File: config.mk
export PLATFORM = sky130hd
export DESIGN_NAME = fluxo_jogo_n
export DESIGN_NICKNAME = d
export VERILOG_FILES = /design/src/rtl/fluxo_jogo_pkg.sv /design/src/rtl/fluxo_jogo_n_pisca.sv /design/src/rtl/fluxo_jogo_n.sv
export SDC_FILE = /design/constraint.sdc
export NUM_CORES = 1
export LEC_CHECK = 0
export BUFFER_PORTS_ARGS = -buffer_cell sky130_fd_sc_hd__buf_2
export CAP_MARGIN = 20
export CORE_MARGIN = 2
export CORE_UTILIZATION = 37
export DETAILED_ROUTE_END_ITERATION = 10
export PLACE_DENSITY = 0.55
export SYNTH_ARGS = -nofsm -noshare
export SYNTH_HDL_FRONTEND = slang
export SYNTH_SLANG_ARGS = --single-unit
File: constraint.sdc
create_clock -name clock -period 6 [get_ports clock]
set_clock_uncertainty 0.15 [all_clocks]
set_input_delay 0.3 -clock clock [delete_from_list [all_inputs] [get_ports clock]]
set_output_delay 0.3 -clock clock [all_outputs]
set_load 0.02 [all_outputs]
File: src/rtl/fluxo_jogo_pkg.sv
// Shared types and default constants for the fluxo_jogo_n game datapath.
// Holds the blink-state enum and a binary-to-BCD helper.
package fluxo_jogo_pkg;

   typedef enum logic [1:0] {
      IDLE = 2'd0,
      ON   = 2'd1,
      OFF  = 2'd2,
      DONE = 2'd3
   } pisca_t;

   localparam int unsigned N_BOTOES_DEF      = 4;
   localparam int unsigned DEPTH_DEF         = 16;
   localparam int unsigned N_MODOS_DEF       = 4;
   localparam int unsigned TIMEOUT_TICKS_DEF = 300;
   localparam int unsigned DIV_DEF           = 1000;
   localparam int unsigned PISCADAS_DEF      = 3;
   localparam int unsigned LED_CYC_DEF       = 500;
   localparam int unsigned MAX_ACERTOS_DEF   = 3;

   // Shift-and-add-3 conversion; values above 999 lose the thousands.
   function automatic logic [11:0] bin_to_bcd(input logic [15:0] v);
      logic [27:0] r;
      r = {12'd0, v};
      for (int i = 0; i < 16; i++) begin
         if (r[19:16] > 4'd4) r[19:16] = r[19:16] + 4'd3;
         if (r[23:20] > 4'd4) r[23:20] = r[23:20] + 4'd3;
         if (r[27:24] > 4'd4) r[27:24] = r[27:24] + 4'd3;
         r = r << 1;
      end
      return r[27:16];
   endfunction

endpackage

File: src/rtl/fluxo_jogo_n_pisca.sv
// LED blink sequencer: shows the ROM pattern, blinks it a fixed number
// of times on request, then parks in DONE until the hit counter is cleared.
module pisca_leds_fsm
   import fluxo_jogo_pkg::*;
#(
   parameter int unsigned N_BOTOES = N_BOTOES_DEF,
   parameter int unsigned PISCADAS = PISCADAS_DEF,
   parameter int unsigned LED_CYC  = LED_CYC_DEF
) (
   input  logic                clock,
   input  logic                reset,
   input  logic                zeraA,
   input  logic                contaPiscadas,
   input  logic [N_BOTOES-1:0] leds_mem,
   output logic [N_BOTOES-1:0] leds,
   output logic                fimPiscaLeds
);

   localparam int CYW = (LED_CYC > 1) ? $clog2(LED_CYC) : 1;
   localparam int PCW = (PISCADAS > 1) ? $clog2(PISCADAS) : 1;

   pisca_t           r_estado;
   pisca_t           w_prox;
   logic             r_cp_d;
   logic [CYW-1:0]   r_cyc;
   logic [PCW-1:0]   r_pisc;
   logic             w_cp_up;
   logic             w_fim_fase;
   logic             w_ult;

   assign w_cp_up    = contaPiscadas & ~r_cp_d;
   assign w_fim_fase = (r_cyc == CYW'(LED_CYC - 1));
   assign w_ult      = (r_pisc == PCW'(PISCADAS - 1));

   // State register and start-request edge detector.
   always_ff @(posedge clock or negedge reset) begin
      if (!reset) begin
         r_estado <= IDLE;
         r_cp_d   <= 1'b0;
      end else begin
         r_estado <= w_prox;
         r_cp_d   <= contaPiscadas;
      end
   end

   // Phase-length counter and count of completed OFF phases.
   always_ff @(posedge clock or negedge reset) begin
      if (!reset) begin
         r_cyc  <= '0;
         r_pisc <= '0;
      end else if (zeraA || r_estado == IDLE || r_estado == DONE) begin
         r_cyc  <= '0;
         r_pisc <= '0;
      end else if (w_fim_fase) begin
         r_cyc <= '0;
         if (r_estado == OFF) r_pisc <= r_pisc + 1'b1;
      end else begin
         r_cyc <= r_cyc + 1'b1;
      end
   end

   // Next state and LED drive; clearing hits always returns to IDLE.
   always_comb begin
      w_prox       = r_estado;
      leds         = '0;
      fimPiscaLeds = 1'b0;
      unique case (r_estado)
         IDLE: begin
            leds = leds_mem;
            if (w_cp_up) w_prox = ON;
         end
         ON: begin
            leds = leds_mem;
            if (w_fim_fase) w_prox = OFF;
         end
         OFF: begin
            if (w_fim_fase) w_prox = w_ult ? DONE : ON;
         end
         DONE: begin
            fimPiscaLeds = 1'b1;
         end
         default: w_prox = IDLE;
      endcase
      if (zeraA) w_prox = IDLE;
   end

endmodule

File: src/rtl/fluxo_jogo_n.sv
// Datapath for the memory game: sequence address, mode, play register,
// countdown timer, hit counter and LED blinker. FLUXO_JOGO_N_BCD_EN adds BCD time.
module fluxo_jogo_n
   import fluxo_jogo_pkg::*;
#(
   parameter int unsigned N_BOTOES      = N_BOTOES_DEF,
   parameter int unsigned DEPTH         = DEPTH_DEF,
   parameter int unsigned N_MODOS       = N_MODOS_DEF,
   parameter int unsigned TIMEOUT_TICKS = TIMEOUT_TICKS_DEF,
   parameter int unsigned DIV           = DIV_DEF,
   parameter int unsigned PISCADAS      = PISCADAS_DEF,
   parameter int unsigned LED_CYC       = LED_CYC_DEF,
   parameter int unsigned MAX_ACERTOS   = MAX_ACERTOS_DEF
) (
   input  logic                                clock,
   input  logic                                reset,
   input  logic                                zeraS,
   input  logic                                contaS,
   input  logic [$clog2(DEPTH)-1:0]            limite,
   input  logic                                zeraR,
   input  logic                                registraR,
   input  logic                                zeraT,
   input  logic                                contaT,
   input  logic                                zeraA,
   input  logic                                contaA,
   input  logic                                contaPiscadas,
   input  logic                                contaM,
   input  logic                                mais,
   input  logic                                menos,
   input  logic [N_BOTOES-1:0]                 botoes,
   input  logic [N_BOTOES-1:0]                 esperado,
   input  logic [N_BOTOES-1:0]                 leds_mem,
   output logic [$clog2(DEPTH)-1:0]            endereco,
   output logic [$clog2(N_MODOS)-1:0]          modo,
   output logic                                tem_jogada,
   output logic                                acertouJogada,
   output logic                                fimS,
   output logic                                timeout,
   output logic [$clog2(TIMEOUT_TICKS+1)-1:0]  tempo_restante,
   output logic [11:0]                         tempo_bcd,
   output logic [$clog2(MAX_ACERTOS+1)-1:0]    acertos,
   output logic [N_BOTOES-1:0]                 leds,
   output logic                                fimPiscaLeds,
   output logic [N_BOTOES-1:0]                 db_jogada
);

   localparam int AW = $clog2(DEPTH);
   localparam int MW = $clog2(N_MODOS);
   localparam int TW = $clog2(TIMEOUT_TICKS + 1);
   localparam int CW = $clog2(MAX_ACERTOS + 1);
   localparam int PW = (DIV > 1) ? $clog2(DIV) : 1;

   logic [AW-1:0]       r_end;
   logic [MW-1:0]       r_modo;
   logic                r_mais_d;
   logic                r_menos_d;
   logic                r_any_d;
   logic                r_tem;
   logic [N_BOTOES-1:0] r_jogada;
   logic [PW-1:0]       r_presc;
   logic [TW-1:0]       r_tempo;
   logic                r_timeout;
   logic [CW-1:0]       r_acertos;
   logic                w_mais_up;
   logic                w_menos_up;
   logic                w_any;
   logic                w_tick;

   assign w_mais_up  = mais & ~r_mais_d;
   assign w_menos_up = menos & ~r_menos_d;
   assign w_any      = |botoes;
   assign w_tick     = (r_presc == PW'(DIV - 1));

   // Sequence address: clear wins, advance wraps after the round limit.
   always_ff @(posedge clock or negedge reset) begin
      if (!reset) begin
         r_end <= '0;
      end else if (zeraS) begin
         r_end <= '0;
      end else if (contaS) begin
         if (r_end == limite) r_end <= '0;
         else                 r_end <= r_end + 1'b1;
      end
   end

   // Mode select stepped by button edges; opposing edges cancel.
   always_ff @(posedge clock or negedge reset) begin
      if (!reset) begin
         r_modo    <= '0;
         r_mais_d  <= 1'b0;
         r_menos_d <= 1'b0;
      end else begin
         r_mais_d  <= mais;
         r_menos_d <= menos;
         if (contaM && w_mais_up && !w_menos_up) begin
            if (r_modo == MW'(N_MODOS - 1)) r_modo <= '0;
            else                            r_modo <= r_modo + 1'b1;
         end else if (contaM && w_menos_up && !w_mais_up) begin
            if (r_modo == '0) r_modo <= MW'(N_MODOS - 1);
            else              r_modo <= r_modo - 1'b1;
         end
      end
   end

   // Press pulse on the first cycle any button is seen.
   always_ff @(posedge clock or negedge reset) begin
      if (!reset) begin
         r_any_d <= 1'b0;
         r_tem   <= 1'b0;
      end else begin
         r_any_d <= w_any;
         r_tem   <= w_any & ~r_any_d;
      end
   end

   // Play register captured from the raw buttons.
   always_ff @(posedge clock or negedge reset) begin
      if (!reset)         r_jogada <= '0;
      else if (zeraR)     r_jogada <= '0;
      else if (registraR) r_jogada <= botoes;
   end

   // Countdown timer; holds at zero with a sticky timeout flag.
   always_ff @(posedge clock or negedge reset) begin
      if (!reset) begin
         r_presc   <= '0;
         r_tempo   <= TW'(TIMEOUT_TICKS);
         r_timeout <= 1'b0;
      end else if (zeraT) begin
         r_presc   <= '0;
         r_tempo   <= TW'(TIMEOUT_TICKS);
         r_timeout <= 1'b0;
      end else if (contaT) begin
         if (w_tick) begin
            r_presc <= '0;
            if (r_tempo > TW'(1)) begin
               r_tempo <= r_tempo - 1'b1;
            end else begin
               r_tempo   <= '0;
               r_timeout <= 1'b1;
            end
         end else begin
            r_presc <= r_presc + 1'b1;
         end
      end
   end

   // Hit counter saturating at its maximum.
   always_ff @(posedge clock or negedge reset) begin
      if (!reset) begin
         r_acertos <= '0;
      end else if (zeraA) begin
         r_acertos <= '0;
      end else if (contaA && r_acertos != CW'(MAX_ACERTOS)) begin
         r_acertos <= r_acertos + 1'b1;
      end
   end

`ifdef FLUXO_JOGO_N_BCD_EN
   logic [11:0] r_bcd;

   // Registered decimal view of the remaining time.
   always_ff @(posedge clock or negedge reset) begin
      if (!reset) r_bcd <= bin_to_bcd(16'(TIMEOUT_TICKS));
      else        r_bcd <= bin_to_bcd(16'(r_tempo));
   end

   assign tempo_bcd = r_bcd;
`else
   assign tempo_bcd = 12'd0;
`endif

   pisca_leds_fsm #(
      .N_BOTOES (N_BOTOES),
      .PISCADAS (PISCADAS),
      .LED_CYC  (LED_CYC)
   ) u_pisca (
      .clock         (clock),
      .reset         (reset),
      .zeraA         (zeraA),
      .contaPiscadas (contaPiscadas),
      .leds_mem      (leds_mem),
      .leds          (leds),
      .fimPiscaLeds  (fimPiscaLeds)
   );

   assign endereco       = r_end;
   assign fimS           = (r_end == limite);
   assign modo           = r_modo;
   assign tem_jogada     = r_tem;
   assign db_jogada      = r_jogada;
   assign acertouJogada  = (r_jogada == esperado) && (r_jogada != '0);
   assign tempo_restante = r_tempo;
   assign timeout        = r_timeout;
   assign acertos        = r_acertos;

endmodule

==> metrics.txt <==
worst skew pair latency=300 ps; Clock transition at path regs=90 ps; synthesized cell area=roughly 0.0029 mm^2; vias in the first global route=approximately 2100; antenna cells=0; critical path cell sequence=inv_1 > ha_1 > or3b_2 > or4_1 > o21ai_1 > a21o_1; clock power share=0.330; final setup vio count=0; htree depth=2; grt ovf=0; Residual DRC=0; final worst setup slack=about 3800 ps; WP buf/inv=1; sum of negative setup slack=0 ps; fin crit period=between 2000 and 2500 ps; vias per inst=slightly below 5; commonest cells after routing, fill and taps aside=buf_2 (59), dfrtp_1 (46), nor2_1 (25); Root Buffer=clkbuf_8; Lkg Pwr=around 1.5 nW; total CTS buffers=5; Total Routing Usage GR=0.141; Comb pwr share=0.178; status=complete, no violations; Synth cell types=53; CP Class=flop to flop; pre-CTS WS=approximately 3900 ps; worst-path maximum fanout=7; first-pass GRT wire length=between 9000 and 10000 um; unrepaired setup endpoints after global routing=no; row count=32; Critical Path RT=6090 ps; pin count of the biggest net entering global routing=just over 50; Syn Area/Cell=slightly below 10 um^2; synth top area cells=dfrtp_1 (40%), ha_1 (5.7%), dfstp_2 (3.7%); Int Pwr=about 540 uW; full die area=about 0.0084 mm^2; Final Wtd Congestion=between 0.8 and 0.9; post-DP HPWL=4050 um; Die X=just over 90 um; io pins=approximately 70; Seq/Total Area, Yosys=0.440; Hold Slack=a little over 40 ps; DR vias=2257; first-iteration detailed-routing DRC count=73; Synthesis Warnings=0; CP peak stage delay=between 500 and 600 ps; routed wire length=about 5700 um; wire length per cell=~12 um; Peak supply drop=between 0.0001 and 0.00015 V; Syn Inst Count=roughly 300; R2R Setup Slk=a little under 4000 ps; Fillers=around 770; fin. max-slew vios=0; maxcap violations=0; Worst EP arrival=2250 ps; PortBufs=slightly below 60; share of cells above drive strength 1=0.233; CP max-delay cell=or4_1; cell family with most CP delay=simple AND/OR/NAND/NOR gates; Seq pwr share=0.492; most common cell after layout, fill and taps aside=buf_2; Post-synth ARST share=1.00; fin nets=398; Startpoint Class=flop; post-route antenna net violation count=0; Synth top area share=0.403; main flop type after synthesis=dfrtp_1; worst slew margin relative to its limit=0.571; EDFF count, synth=0; Final period util=0.360; CP Capture Type=flop; first-pass iteration count of the detailed router=4; Max Buffers Root-to-Sink=2; f_max=around 0.46 GHz; pwr dens=approximately 220 mW/mm^2; total power=around 740 uW; clk sinks=50; hold crit path type=input pin to flop; largest area contributor in the netlist=dfrtp_1; initial core utilization=0.375; Sw Ratio=0.274; core footprint=roughly 0.0076 mm^2; Layout area overhead=17.4%; Least-Margin Pin Slew=between 600 and 700 ps; # resized after CTS=0; initial antenna violation count=0; DIE HEIGHT=91.9 um; CTS tree=done; NetSw=around 200 uW; #FFs+latches synth=50; Fin. Hold Viols=0
## what timing repair did
| item | 4_1_cts | 5_1_grt |
|---|---|---|
| buffers inserted | 0 | 0 |
| hold endpoints to repair | 49 | 0 |
| hold buffers | 4 | 0 |
## power by group through the flow
stage               clock, mW  combinational [mW]  sequential (mW)
floorplan                   0              0.0803            0.383
global placement            0               0.130            0.372
detailed placement          0               0.132            0.372
CTS                     0.258               0.134            0.366
global route            0.271               0.148            0.369
finish                  0.245               0.132            0.366
## worst reg2reg max path: cells and delay by family (launching register included)
kind | cells | cell delay (ps)
and+or+nand+nor | 2 | 1010
DFF | 1 | 460
AOI/OAI and AO/OA | 2 | 230
adders and majority gates | 1 | 160
buffers and inverters | 1 | 110
## metal layers
metal	vias to the layer above	global-route usage	share of wire
met1	1057	0.192	0.48
met5	-	0	0
met3	5	0.0271	0.055
li1	1136	-	-
met4	0	0.0386	0.0081
met2	59	0.232	0.45
## cells by family (layout without fill, tap and decap cells)
| group | after synthesis | after routing | synth area share |
|---|---|---|---|
| buf+inv | 28 | 81 | 0.0578 |
| compound gates | 53 | 53 | 0.110 |
| mux | 6 | 6 | 0.0210 |
| xor+xnor | 19 | 19 | 0.0583 |
| simple gates | 122 | 122 | 0.255 |
| fa+ha+maj | 13 | 13 | 0.0569 |
| other cells | 1 | 12 | 0.00131 |
| flops | 50 | 50 | 0.440 |
## sequential cells by signal, summed over array words and instances (netlist names), 2 cells and up
| name | count |
|---|---|
| r_presc | 10 |
| tempo_restante | 9 |
| u_pisca.r_cyc | 9 |
| db_jogada | 4 |
| endereco | 4 |
| acertos | 2 |
| modo | 2 |
| u_pisca.r_estado | 2 |
| u_pisca.r_pisc | 2 |
## worst paths after layout
path,from,end,cells after the start
worst min-delay path,zeraR,db_jogada[1],2
max in group asynchronous,reset,endereco[3],3
worst min register to register,r_any_d,tem_jogada,1
worst max register to register,tempo_restante[0],tempo_restante[8],6
worst max-delay path,tempo_restante[0],tempo_restante[8],6
min in group asynchronous,reset,u_pisca.r_pisc[0],3
## synth_stat cells (7+ instances only)
master,instances
nand3_1,11
nand2b_1,12
xnor2_1,10
dfrtp_1,46
o21ai_0,17
a21oi_1,17
ha_1,13
inv_1,9
xor2_1,9
buf_4,13
nor2_1,25
nor2b_1,10
or4_1,7
nand2_1,14
## metrics by stage
stage,std cells,utilization,cell area [um^2]
detailed placement,446,0.420,3200
global placement,446,0.420,3200
CTS,458,0.441,3350
finish,458,0.441,3350
floorplan,303,-,2900
global route,458,0.441,3350
## final cells by class
| cell class | count | area, um^2 | area share |
|---|---|---|---|
| Clock buffer | 7 | 86.3 | 0.0257 |
| Timing Repair Buffer | 64 | 343 | 0.102 |
| Clock inverter | 1 | 30.0 | 0.00896 |
| Inverter | 9 | 33.8 | 0.0101 |
| Tap cell | 102 | 128 | 0.0381 |
| Sequential cell | 50 | 1260 | 0.375 |
| Multi-Input combinational cell | 225 | 1480 | 0.440 |
(Power assumes the default switching activity.)
